===== src/rtl/uart_pkg.sv =====
// Shared UART definitions: FSM state encoding and bit-timing helpers.
// Used by both the receiver and the transmitter.
package uart_pkg;

  typedef enum logic [2:0] {
    IDLE,
    START,
    DATA,
    PARITY,
    STOP
  } uart_state_t;

  function automatic int calc_clks_per_bit(input int clk_freq, input int baud_rate);
    return clk_freq / baud_rate;
  endfunction

  function automatic int calc_half_bit(input int clks_per_bit);
    return clks_per_bit / 2;
  endfunction

endpackage


===== src/rtl/uart_rx_sync.sv =====
// Two-flop synchronizer for the asynchronous serial line; both flops
// reset to the idle-high level.
module uart_rx_sync (
  input  logic clk,
  input  logic reset,
  input  logic din,
  output logic dout
);

  logic meta_reg;

  always_ff @(posedge clk or posedge reset) begin
    if (reset) begin
      meta_reg <= 1'b1;
      dout     <= 1'b1;
    end else begin
      meta_reg <= din;
      dout     <= meta_reg;
    end
  end

endmodule


===== src/rtl/uart_receiver.sv =====
// UART receiver: start / Word_Len data bits (LSB first) / optional even parity / stop,
// with valid/ready output and frame/overrun error pulses. Parity via `UART_RX_PARITY_EN.
module uart_receiver
  import uart_pkg::*;
#(
  parameter int CLK_FREQ  = 50_000_000,
  parameter int BAUD_RATE = 9600,
  parameter int Word_Len  = 8
) (
  input  logic                clk,
  input  logic                reset,
  input  logic                Uart_Rx,
  output logic [Word_Len-1:0] rx_data_out,
  output logic                rx_data_valid,
  input  logic                rx_data_ready,
  output logic                frame_err,
  output logic                overrun_err
`ifdef UART_RX_PARITY_EN
  ,
  output logic                parity_err
`endif
);

  localparam int CLKS_PER_BIT = calc_clks_per_bit(CLK_FREQ, BAUD_RATE);
  localparam int HALF_BIT     = calc_half_bit(CLKS_PER_BIT);
  localparam int CW           = $clog2(CLKS_PER_BIT + 1);
  localparam int BW           = $clog2(Word_Len + 1);

  localparam logic [CW-1:0] BIT_END  = CW'(CLKS_PER_BIT - 1);
  localparam logic [CW-1:0] HALF_END = CW'(HALF_BIT - 1);
  localparam logic [BW-1:0] LAST_BIT = BW'(Word_Len - 1);

  logic                rx_sync;
  uart_state_t         state_reg, state_next;
  logic [CW-1:0]       cnt_reg, cnt_next;
  logic [BW-1:0]       bit_reg, bit_next;
  logic [Word_Len-1:0] shift_reg, shift_next;
  logic                sample;
  logic                word_done;
  logic                frame_bad;
`ifdef UART_RX_PARITY_EN
  logic                parity_bad;
`endif

  uart_rx_sync u_sync (
    .clk   (clk),
    .reset (reset),
    .din   (Uart_Rx),
    .dout  (rx_sync)
  );

  assign sample = (cnt_reg == BIT_END);

  always_ff @(posedge clk or posedge reset) begin
    if (reset) begin
      state_reg <= IDLE;
      cnt_reg   <= '0;
      bit_reg   <= '0;
      shift_reg <= '0;
    end else begin
      state_reg <= state_next;
      cnt_reg   <= cnt_next;
      bit_reg   <= bit_next;
      shift_reg <= shift_next;
    end
  end

  always_comb begin
    state_next = state_reg;
    cnt_next   = cnt_reg + 1'b1;
    bit_next   = bit_reg;
    shift_next = shift_reg;
    word_done  = 1'b0;
    frame_bad  = 1'b0;
`ifdef UART_RX_PARITY_EN
    parity_bad = 1'b0;
`endif
    case (state_reg)
      IDLE: begin
        if (!rx_sync) begin
          state_next = START;
          bit_next   = '0;
        end
      end
      START: begin
        // A start bit must still be low at its centre, otherwise it was a glitch.
        if (cnt_reg == HALF_END) state_next = rx_sync ? IDLE : DATA;
      end
      DATA: begin
        if (sample) begin
          shift_next = {rx_sync, shift_reg[Word_Len-1:1]};
          bit_next   = bit_reg + 1'b1;
`ifdef UART_RX_PARITY_EN
          if (bit_reg == LAST_BIT) state_next = PARITY;
`else
          if (bit_reg == LAST_BIT) state_next = STOP;
`endif
        end
      end
`ifdef UART_RX_PARITY_EN
      PARITY: begin
        if (sample) begin
          if ((^shift_reg) != rx_sync) begin
            parity_bad = 1'b1;
            state_next = IDLE;
          end else begin
            state_next = STOP;
          end
        end
      end
`endif
      STOP: begin
        if (sample) begin
          state_next = IDLE;
          word_done  = rx_sync;
          frame_bad  = !rx_sync;
        end
      end
      default: state_next = IDLE;
    endcase
    // Counter restarts on every state change and at each in-state data sample.
    if (state_next != state_reg || state_reg == IDLE || (state_reg == DATA && sample))
      cnt_next = '0;
  end

  always_ff @(posedge clk or posedge reset) begin
    if (reset) begin
      rx_data_out   <= '0;
      rx_data_valid <= 1'b0;
      frame_err     <= 1'b0;
      overrun_err   <= 1'b0;
`ifdef UART_RX_PARITY_EN
      parity_err    <= 1'b0;
`endif
    end else begin
      frame_err   <= frame_bad;
      overrun_err <= 1'b0;
`ifdef UART_RX_PARITY_EN
      parity_err  <= parity_bad;
`endif
      if (word_done) begin
        rx_data_out   <= shift_reg;
        rx_data_valid <= 1'b1;
        overrun_err   <= rx_data_valid && !rx_data_ready;
      end else if (rx_data_valid && rx_data_ready) begin
        rx_data_valid <= 1'b0;
      end
    end
  end

endmodule


===== config.mk =====
export PLATFORM = sky130hd
export DESIGN_NAME = uart_receiver
export DESIGN_NICKNAME = d
export VERILOG_FILES = /design/src/rtl/uart_pkg.sv /design/src/rtl/uart_rx_sync.sv /design/src/rtl/uart_receiver.sv
export SDC_FILE = /design/constraint.sdc
export NUM_CORES = 1
export LEC_CHECK = 0
export ABC_AREA = 1
export BUFFER_PORTS_ARGS = -buffer_cell sky130_fd_sc_hd__buf_4
export CAP_MARGIN = 20
export CORE_ASPECT_RATIO = 1.25
export CORE_MARGIN = 2
export CORE_UTILIZATION = 40
export DETAILED_ROUTE_END_ITERATION = 12
export PLACE_DENSITY_LB_ADDON = 0.2
export SYNTH_ARGS = -nofsm -noshare
export SYNTH_HDL_FRONTEND = slang
export SYNTH_SLANG_ARGS = --single-unit

===== constraint.sdc =====
create_clock -name clk -period 1.7 [get_ports clk]
set_input_delay 0.255 -clock clk [delete_from_list [all_inputs] [get_ports clk]]
set_output_delay 0.255 -clock clk [all_outputs]
set_load 0.02 [all_outputs]

Yosys cells after proc, flatten, opt, wreduce, memory -nomap -nowiden
Index checks and enable logic that the tools add are counted.
{"block": "totals", "output_inout_bits": 11, "word_cells": 51, "reg_bits": 41, "input_bits": 4}
{"block": "op_classes", "add_sub_neg": 2, "eq_ne": 9, "reduce_logical": 12, "mux": 18}
{"operator": "two-way mux 3 bit", "n": 5}
{"operator": "adder 13 x 1 -> 13 bit (second input constant)", "n": 1}
{"operator": "equality test 13 x 12 -> 1 bit (second input constant)", "n": 1}
{"operator": "equality test 13 bit (second input constant)", "n": 1}
{"operator": "two-way mux 13 bit", "n": 1}
{"operator": "case mux 3 bit (4 select lines)", "n": 1}
{"operator": "two-way mux 4 bit", "n": 2}
{"operator": "case mux 4 bit (2 select lines)", "n": 1}
{"operator": "two-way mux 1 bit", "n": 7}
{"operator": "adder 4 x 1 -> 4 bit (second input constant)", "n": 1}
{"operator": "equality test 4 x 3 -> 1 bit (second input constant)", "n": 1}
{"operator": "!= test 2 bit (second input constant)", "n": 2}
{"operator": "nonzero test 2 bit", "n": 2}
{"operator": "equality test 3 x 1 -> 1 bit (second input constant)", "n": 1}
{"operator": "equality test 3 x 2 -> 1 bit (second input constant)", "n": 1}
{"operator": "equality test 3 bit (second input constant)", "n": 1}
{"operator": "logical AND 1 bit", "n": 3}
{"operator": "zero test 3 bit", "n": 1}
{"operator": "!= test 3 bit", "n": 1}
{"operator": "AND reduction 3 bit", "n": 1}
{"operator": "zero test 1 bit", "n": 2}
{"operator": "logical OR 1 bit", "n": 2}
{"operator": "two-way mux 2 bit", "n": 1}
{"operator": "AND reduction 2 bit", "n": 1}

Logic depth before layout (Yosys ltp)
Gate-level depths: netlist of run 1.
{"block": "logic_depth", "depth_word": 8, "ltp_mapped": 11, "ltp_nobuf": 10}

Modules after synthesis
A second synthesis of run 1 with hierarchy kept.
{"block": "unflattened", "cells_unflattened": 226, "area_unflattened_um2": 2077.0}
{"mod": "uart_receiver", "n_inst": 1, "seq_area_each_um2": 975.9, "cells_each": 223, "area_per_inst_um2": 2020.7}
{"mod": "uart_rx_sync", "n_inst": 1, "seq_area_each_um2": 52.6, "cells_each": 3, "area_per_inst_um2": 56.3}

Worst setup path after synthesis of run 1
No wires, ideal clock.
{"block": "synth_timing", "kind": "reg2reg", "start": "register cnt_reg[0]", "end": "register cnt_reg[2]", "synth_period_minus_slack_ps": 1574, "t_required_ps": 1576, "stages_incl_launch_ff": 12, "path_slack_ps": 126, "path_buffers": 1, "setup_time_ps": 124, "t_arrival_ps": 1450, "cell_sequence": "dfrtp_1 -> ha_1 -> nand2_2 -> nor2_2 -> nand3_4 -> nor2_8 -> nor2_2 -> nand2_2 -> inv_2 -> nand2_4 -> buf_12 -> nor2_4"}
{"block": "synth_between", "elab_chain_cells": 7, "word_cells_on_any_way": 12, "cone_classes": "add/sub (1); eq/ne (3); mux (5); reduce/logical (3)"}
{"item": "from (decl)", "line": "uart_receiver.sv:35", "text": "logic [CW-1:0] cnt_reg, cnt_next;"}
{"item": "from (signal assigned)", "line": "uart_receiver.sv:62", "text": "cnt_reg <= cnt_next;"}
{"item": "equality test 13 bit or equality test 13 x 12 -> 1 bit (tied branches)", "line": "uart_receiver.sv:52, uart_receiver.sv:87"}
{"item": "two-way mux 3 bit (on tied branches)", "line": "uart_receiver.sv:113, uart_receiver.sv:87, uart_receiver.sv:90"}
{"item": "case mux 3 bit (4 select lines)", "line": "uart_receiver.sv:78", "text": "case (state_reg)"}
{"item": "!= test 3 bit", "line": "uart_receiver.sv:122", "text": "if (state_next != state_reg || state_reg == IDLE || (state_reg == DATA && sample))"}
{"item": "logical OR 1 bit (2 in a row)", "line": "uart_receiver.sv:122"}
{"item": "two-way mux 13 bit *", "line": "uart_receiver.sv:122"}
{"item": "named net cnt_next[2]", "line": "uart_receiver.sv:35"}
The timed path passes the listed nets; every way through them passes the cells marked *.
A chain may end at the register's enable or synchronous reset.

Final worst setup path of run 1
{"block": "layout_timing", "start": "register cnt_reg[0]", "end": "register cnt_reg[5]"}
The elaborated chain is that of the path after synthesis.

==> run summary, run 1 <==
Worst clock skew = 0.00861 ns
Bufs and invs on worst path = 2
Worst path required time = 1.88 ns
Number of CTS-inserted buffers = 5
Yosys cell types = 26
Status = complete, no violations
Io pins = 15
Detailed-route via count = 1468
Mean routed wirelength per cell = 11.4 µm
Core Util, Final = 49.2%
Fin nets = 257
Ys flop type = dfrtp_1
CP Class = flip-flop to flip-flop
Arr. time, crit path = 1.80 ns
Total track usage = 14.7%
Most frequent cells in the layout = nand2_1 (43), dfrtp_1 (39), buf_4 (25)
Avg Cell Area, Syn = 9.28 µm²
Worst path max stage delay = 0.42 ns
Max_cap viols = 0
Layout cells sized above 1 = 30.6%
DR iter-0 viols = 81
Ys async rst share = 100%
CTS tree = built
Area growth syn-to-layout = 20.3%
Worst Setup End Kind = flip-flop
Pins Over Slew Limit = 0
Gr ovfl total = 0
Sequential area share after synthesis = 50.6%
Most common cell after layout, fill and taps aside = nand2_1
Warnings from Yosys = 0
Slowest-stage cell, CP = dfrtp_1
DRC viols = 0
Compound-Gate Fraction of Synth Area = 6.46%
ANT nets after route = 0
Initial antenna violation count = 0
CTS Root Buffer Type = clkbuf_8
Slew @ Worst Pin = 0.517 ns
Setup-failing EPs final = 0
Clock latency on the worst-skew pair = 0.29 ns
Crit share post-route = 95.4%
Post-Synth XOR/XNOR Area = 5.17%
R2R depth = 11
Simple-gate share of the synthesized area = 29.5%
First-pass GRT wire length = 6350 µm
CTS clock-pin slew for the worst setup and hold paths = 0.08 ns
Crit Reg-Reg Endpoint = cnt_reg[5]
Final instance area = 2450 µm²
Chip width = 67.8 µm
EDFF count, synth = 0
Final hold vios = 0
Reg2reg start = cnt_reg[0]
PwrDens = 680 nW/µm²
Post-Syn Instances = 219
Mapped cell area = 2030 µm²
Via density per instance = 4.68
Hold Path Class = input port to flip-flop
Detailed Routing Iterations Pass 1 = 4
Adder-cell share of the synthesized area = 1.23%
Maximum VDD drop = 0.000426 V
Pre-CTS setup slack = 0.0526 ns
Max clock buf depth = 2
Min Clock Period, post-route = 1.62 ns
Core Footprint = 4970 µm²
Sequential standard cell area = 1030 µm²
Synth area leader = dfrtp_1
Hold path depth = 1
Vias in the first global route = 1444
Syn_nets = 225
N_diodes = 0
Post-synthesis register bit count = 41
Drt total wl = 3570 µm
LEAKAGE = 1.11 nW
DP Area = 2310 µm²
Area share of the largest cell type after synthesis = 48.0%
Achievable frequency = 0.616 GHz
Die footprint = 5670 µm²
CP delay by family, top = simple AND/OR/NAND/NOR gates
Mux cell area share after synthesis = 0%
Synth area leaders = dfrtp_1 (48%), nand2_1 (7.9%), nor2_4 (6.1%)
Area taken by multi-input logic gates = 886 µm²
Flop2flop setup slack = 0.08 ns
Row Count = 29
Pin count of the biggest net entering global routing = 42
Worst Hold Launch = Uart_Rx
Filler instances = 501
DPL Wire Length = 2610 µm
Number of flip-flops in the largest register = 13
Startpoint Class = flip-flop
Slew HR = 65.5%
# clock sinks = 41
Initial Util = 40.9%
Die Ht = 83.7 µm
Largest family of logic cells by synthesized area = simple AND/OR/NAND/NOR gates
WHS Endpoint = u_sync.meta_reg
Gpl congestion = 0.863
Worst-path cell chain = ha_4 > nand2_2 > nor2_2 > nand3_4 > nor2_8 > nor2_2 > nand2_2 > inv_2 > nand2_4 > buf_12 > nor2_4
H-tree Lvls = 2
IO Port Bufs = 14
Maximum fanout along the worst path = 5
Worst setup margin = 0.0776 ns
power breakdown:
| group | switching, mW | internal, mW |
|---|---|---|
| combinational | 0.0207 | 0.00647 |
| clock | 0.357 | 0.299 |
| sequential | 0.00130 | 0.979 |
| total | 0.379 | 1.28 |
cells by family (layout without fill, tap and decap cells):
logic type / count (synthesis) / after routing
XOR/XNOR: 12 / 12
flip-flops: 41 / 41
AND/OR/NAND/NOR: 105 / 105
adder cells (fa/ha/maj): 2 / 2
AO/OA/AOI/OAI: 26 / 26
buffers and inverters: 33 / 66
what timing repair did:
action                     CTS  global route
setup buffers                0             3
setup endpoints to repair    0            12
resized for setup            0             5
hold buffers                 0             0
synth_stat cells, types with 3 or more instances:
library cell and count:
a21oi_1 4, dfrtp_1 39, inv_1 21, inv_2 9, nand2_1 43, nand2_2 3, nand3_1 12, nor2_1 17
nor2_2 5, nor2_4 11, nor3_1 4, nor3_2 3, o21ai_0 13, o21ai_1 8, xor2_1 11
worst max path at each step:
stage	start	end	slack, ns	cells past startpoint
3_5_place_dp	cnt_reg[1]	cnt_reg[5]	0.05	9
4_1_cts	cnt_reg[1]	cnt_reg[5]	0.02	9
3_3_place_gp	cnt_reg[1]	cnt_reg[5]	0.07	9
5_1_grt	cnt_reg[0]	cnt_reg[2]	-0.003	11
2_1_floorplan	cnt_reg[0]	cnt_reg[2]	0.13	11
6_report	cnt_reg[0]	cnt_reg[5]	0.08	11
metrics by stage:
| step | hold WS (ns) | power, mW | TNS (ns) | instances |
|---|---|---|---|---|
| 2_1_floorplan | 0.259 | 1.01 | 0 | 219 |
| 3_3_place_gp | 0.347 | 1.03 | 0 | 303 |
| 3_5_place_dp | 0.347 | 1.03 | 0 | 303 |
| 4_1_cts | 0.0587 | 1.70 | 0 | 311 |
| 5_1_grt | 0.0429 | 1.76 | -0.00449 | 314 |
| 6_report | 0.0691 | 1.66 | 0 | 314 |
metal layers:
| layer | vias up | GRT usage [%] | share of wire (%) |
|---|---|---|---|
| met5 | - | 0 | 0 |
| met4 | 0 | 7.09 | 4.0 |
| li1 | 750 | - | - |
| met2 | 27 | 22.1 | 49 |
| met1 | 675 | 19.3 | 43 |
| met3 | 16 | 4.05 | 4.0 |
cell type report:
type,count,share of cell area [%]
clock buffer,5,2.81
multi-input combinational,145,36.2
timing repair buffer,28,10.1
clock inverter,3,1.02
inverter,30,4.60
sequential,41,42.0
tap,62,3.17
Power figures use the tool's default switching activity.
==> run 2, diff against run 1 <==
- PLACE_DENSITY: unset -> 0.58
- PLACE_DENSITY_LB_ADDON: 0.2 -> unset
==> run 2 against run 1 <==
Critical path depth did not move; sequential power barely moved; largest cell class unchanged; die area did not move; setup slack improved by 0.052 ns; worst hold slack got worse by 0.0083 ns; total power fell by 0.12%; global-route usage rose by 0.12 points; critical endpoint is now cnt_reg[8]; count of clock-buffer cells in the layout did not move.
==> run summary, run 2 (synthesis gave the netlist of run 1 again) <==
Worst-path cell chain = ha_4 > nand2_2 > nor2_2 > nand3_4 > nor2_8 > nor2_2 > nand2_2 > inv_2 > nand2_4 > buf_4 > nor2_4
H-tree Lvls = 2 (unchanged)
Filler instances = 480 (-4.2%)
Worst path max stage delay = 0.40 ns (-0.02 ns)
Initial Util = 40.9% (unchanged)
Most common cell after layout, fill and taps aside = nand2_1
Maximum VDD drop = 0.000337 V (-21%)
Status = complete, no violations
Clock Power Share = 39.4% (about the same)
Pint = 1.28 mW (-0.23%)
DRC viols = 0 (unchanged)
Slew @ Worst Pin = 0.512 ns (-0.00534 ns)
IO Port Bufs = 14 (unchanged)
DPL Wire Length = 2580 µm (-1.2%)
Power Total = 1.66 mW (-0.12%)
Detailed-route via count = 1447 (-1.4%)
Max_cap viols = 0 (unchanged)
Gr ovfl total = 0 (unchanged)
Worst Setup End Kind = flip-flop
Setup-failing EPs final = 0 (unchanged)
Worst clock skew = 0.0105 ns (+0.00193 ns)
Die footprint = 5670 µm² (unchanged)
Gpl congestion = 0.809 (-6.3%)
Cell count after placement = 302 (-0.33%)
Final instance area = 2400 µm² (-1.7%)
Startpoint Class = flip-flop
First-pass GRT wire length = 6260 µm (-1.4%)
Sw Pwr = 0.380 mW (+0.25%)
Area growth syn-to-layout = 18.2%
Min Clock Period, post-route = 1.57 ns (-0.0520 ns)
Sw Share = 22.9% (+0.084 points)
Number of flip-flops in the largest register = 13 (unchanged)
Initial antenna violation count = 0 (unchanged)
DR iter-0 viols = 89 (+9.9%)
Final setup TNS = 0 ns (unchanged)
ANT nets after route = 0 (unchanged)
Most frequent cells in the layout = nand2_1 (43), dfrtp_1 (39), buf_4 (25)
Die Ht = 83.7 µm (unchanged)
N_diodes = 0 (unchanged)
# clock sinks = 41 (unchanged)
Pins Over Slew Limit = 0 (unchanged)
Hold slack final = 0.0607 ns (-0.00834 ns)
Slowest-stage cell, CP = dfrtp_1
Max clock buf depth = 2 (unchanged)
Row Count = 29 (unchanged)
Reg2reg start = cnt_reg[0]
Chip width = 67.8 µm (unchanged)
CTS clock-pin slew for the worst setup and hold paths = 0.09 ns (about the same)
Drt total wl = 3540 µm (-0.73%)
CTS Root Buffer Type = clkbuf_8
Mean routed wirelength per cell = 11.3 µm (about the same)
Slew HR = 65.9% (+0.36 points)
Core Footprint = 4970 µm² (unchanged)
Worst Setup SP = cnt_reg[0]
Final Non-Filler Cells = 312 (-0.64%)
Worst path required time = 1.88 ns (about the same)
PwrDens = 691 nW/µm² (+1.6%)
Hold Path Class = input port to async pin
DP Area = 2270 µm² (-1.4%)
Final hold vios = 0 (unchanged)
Via density per instance = 4.64 (-0.80%)
CTS Hold Bufs = 0 (unchanged)
Clock latency on the worst-skew pair = 0.30 ns (about the same)
Maximum fanout along the worst path = 5 (unchanged)
Number of CTS-inserted buffers = 5 (unchanged)
Comb power frac = 1.6% (about the same)
Pin count of the biggest net entering global routing = 42 (unchanged)
Vias in the first global route = 1351 (-6.4%)
Io pins = 15 (unchanged)
CP Class = flip-flop to flip-flop
Detailed Routing Iterations Pass 1 = 4 (unchanged)
LEAKAGE = 1.09 nW (-1.8%)
Part of the power in registers = 59.0% (about the same)
Achievable frequency = 0.637 GHz (+3.3%)
Layout cells sized above 1 = 30.0% (-0.56 points)
Fin nets = 255 (-0.78%)
CTS tree = built
Total track usage = 14.8% (+0.12 points)
Arr. time, crit path = 1.75 ns (-0.05 ns)
Crit share post-route = 92.4% (-3.1 points)
## run 2: cell count changes in the layout (fill, tap and decap cells not counted)
cell / previous run / this run
nor2_1: 16 / 17
inv_2: 9 / 10
nor2_2: 5 / 4
inv_1: 21 / 20
inv_6: 2 / 1
buf_12: 3 / 1
clkinv_4: 0 / 1
## run 2: final cells by class
cell class                      count  area [µm²]  area share, %
Sequential cell                    41        1030           42.8
Timing Repair Buffer               26         208           8.64
Inverter                           30         113           4.69
Clock inverter                      3        25.0           1.04
Tap cell                           62        77.6           3.23
Clock buffer                        5        68.8           2.86
Multi-Input combinational cell    145         883           36.8
## run 2: metal layers
metal  routed length [µm]  global-route usage, %
met1                 1550                   18.5
met2                 1740                   22.7
met3                  148                   4.32
met4                  103                   8.00
met5                    0                      0
## run 2: repair_timing
action / 4_1_cts / 5_1_grt
setup buffers: 0 / 2
resized for setup: 0 / 5
setup endpoints to repair: 0 / 12
## run 2: through the flow
stage	worst slack, ns	util, %
final	0.130	48.4
after CTS	0.0334	47.6
after global placement	0.0915	45.7
after detailed placement	0.0474	45.7
after floorplan	0.126	-
after global routing	-0.00441	48.4
## run 2: final timing paths
kind / endpoint / slack, ns / cells after the start
setup reg to reg: cnt_reg[8] / 0.13 / 11
setup / recovery: cnt_reg[8] / 0.13 / 11
max in group asynchronous: u_sync.dout / 1.26 / 3
hold reg to reg: u_sync.dout / 0.37 / 0
hold / removal: shift_reg[2] / 0.06 / 3
min in group clk: u_sync.meta_reg / 0.06 / 1
## run 2: power by group through the flow
stage	registers, mW	clock network (mW)	logic, mW
2_1_floorplan	0.999	0	0.0156
3_3_place_gp	0.999	0	0.0295
3_5_place_dp	1.00	0	0.0294
4_1_cts	0.980	0.689	0.0296
5_1_grt	0.981	0.727	0.0332
6_report	0.980	0.654	0.0271
## run 2: worst max-delay path: cells and delay by family (launching register included)
family / cells / cell delay, ns
flops: 1 / 0.40
buf+inv: 2 / 0.20
fa+ha+maj: 1 / 0.18
simple gates: 8 / 0.67
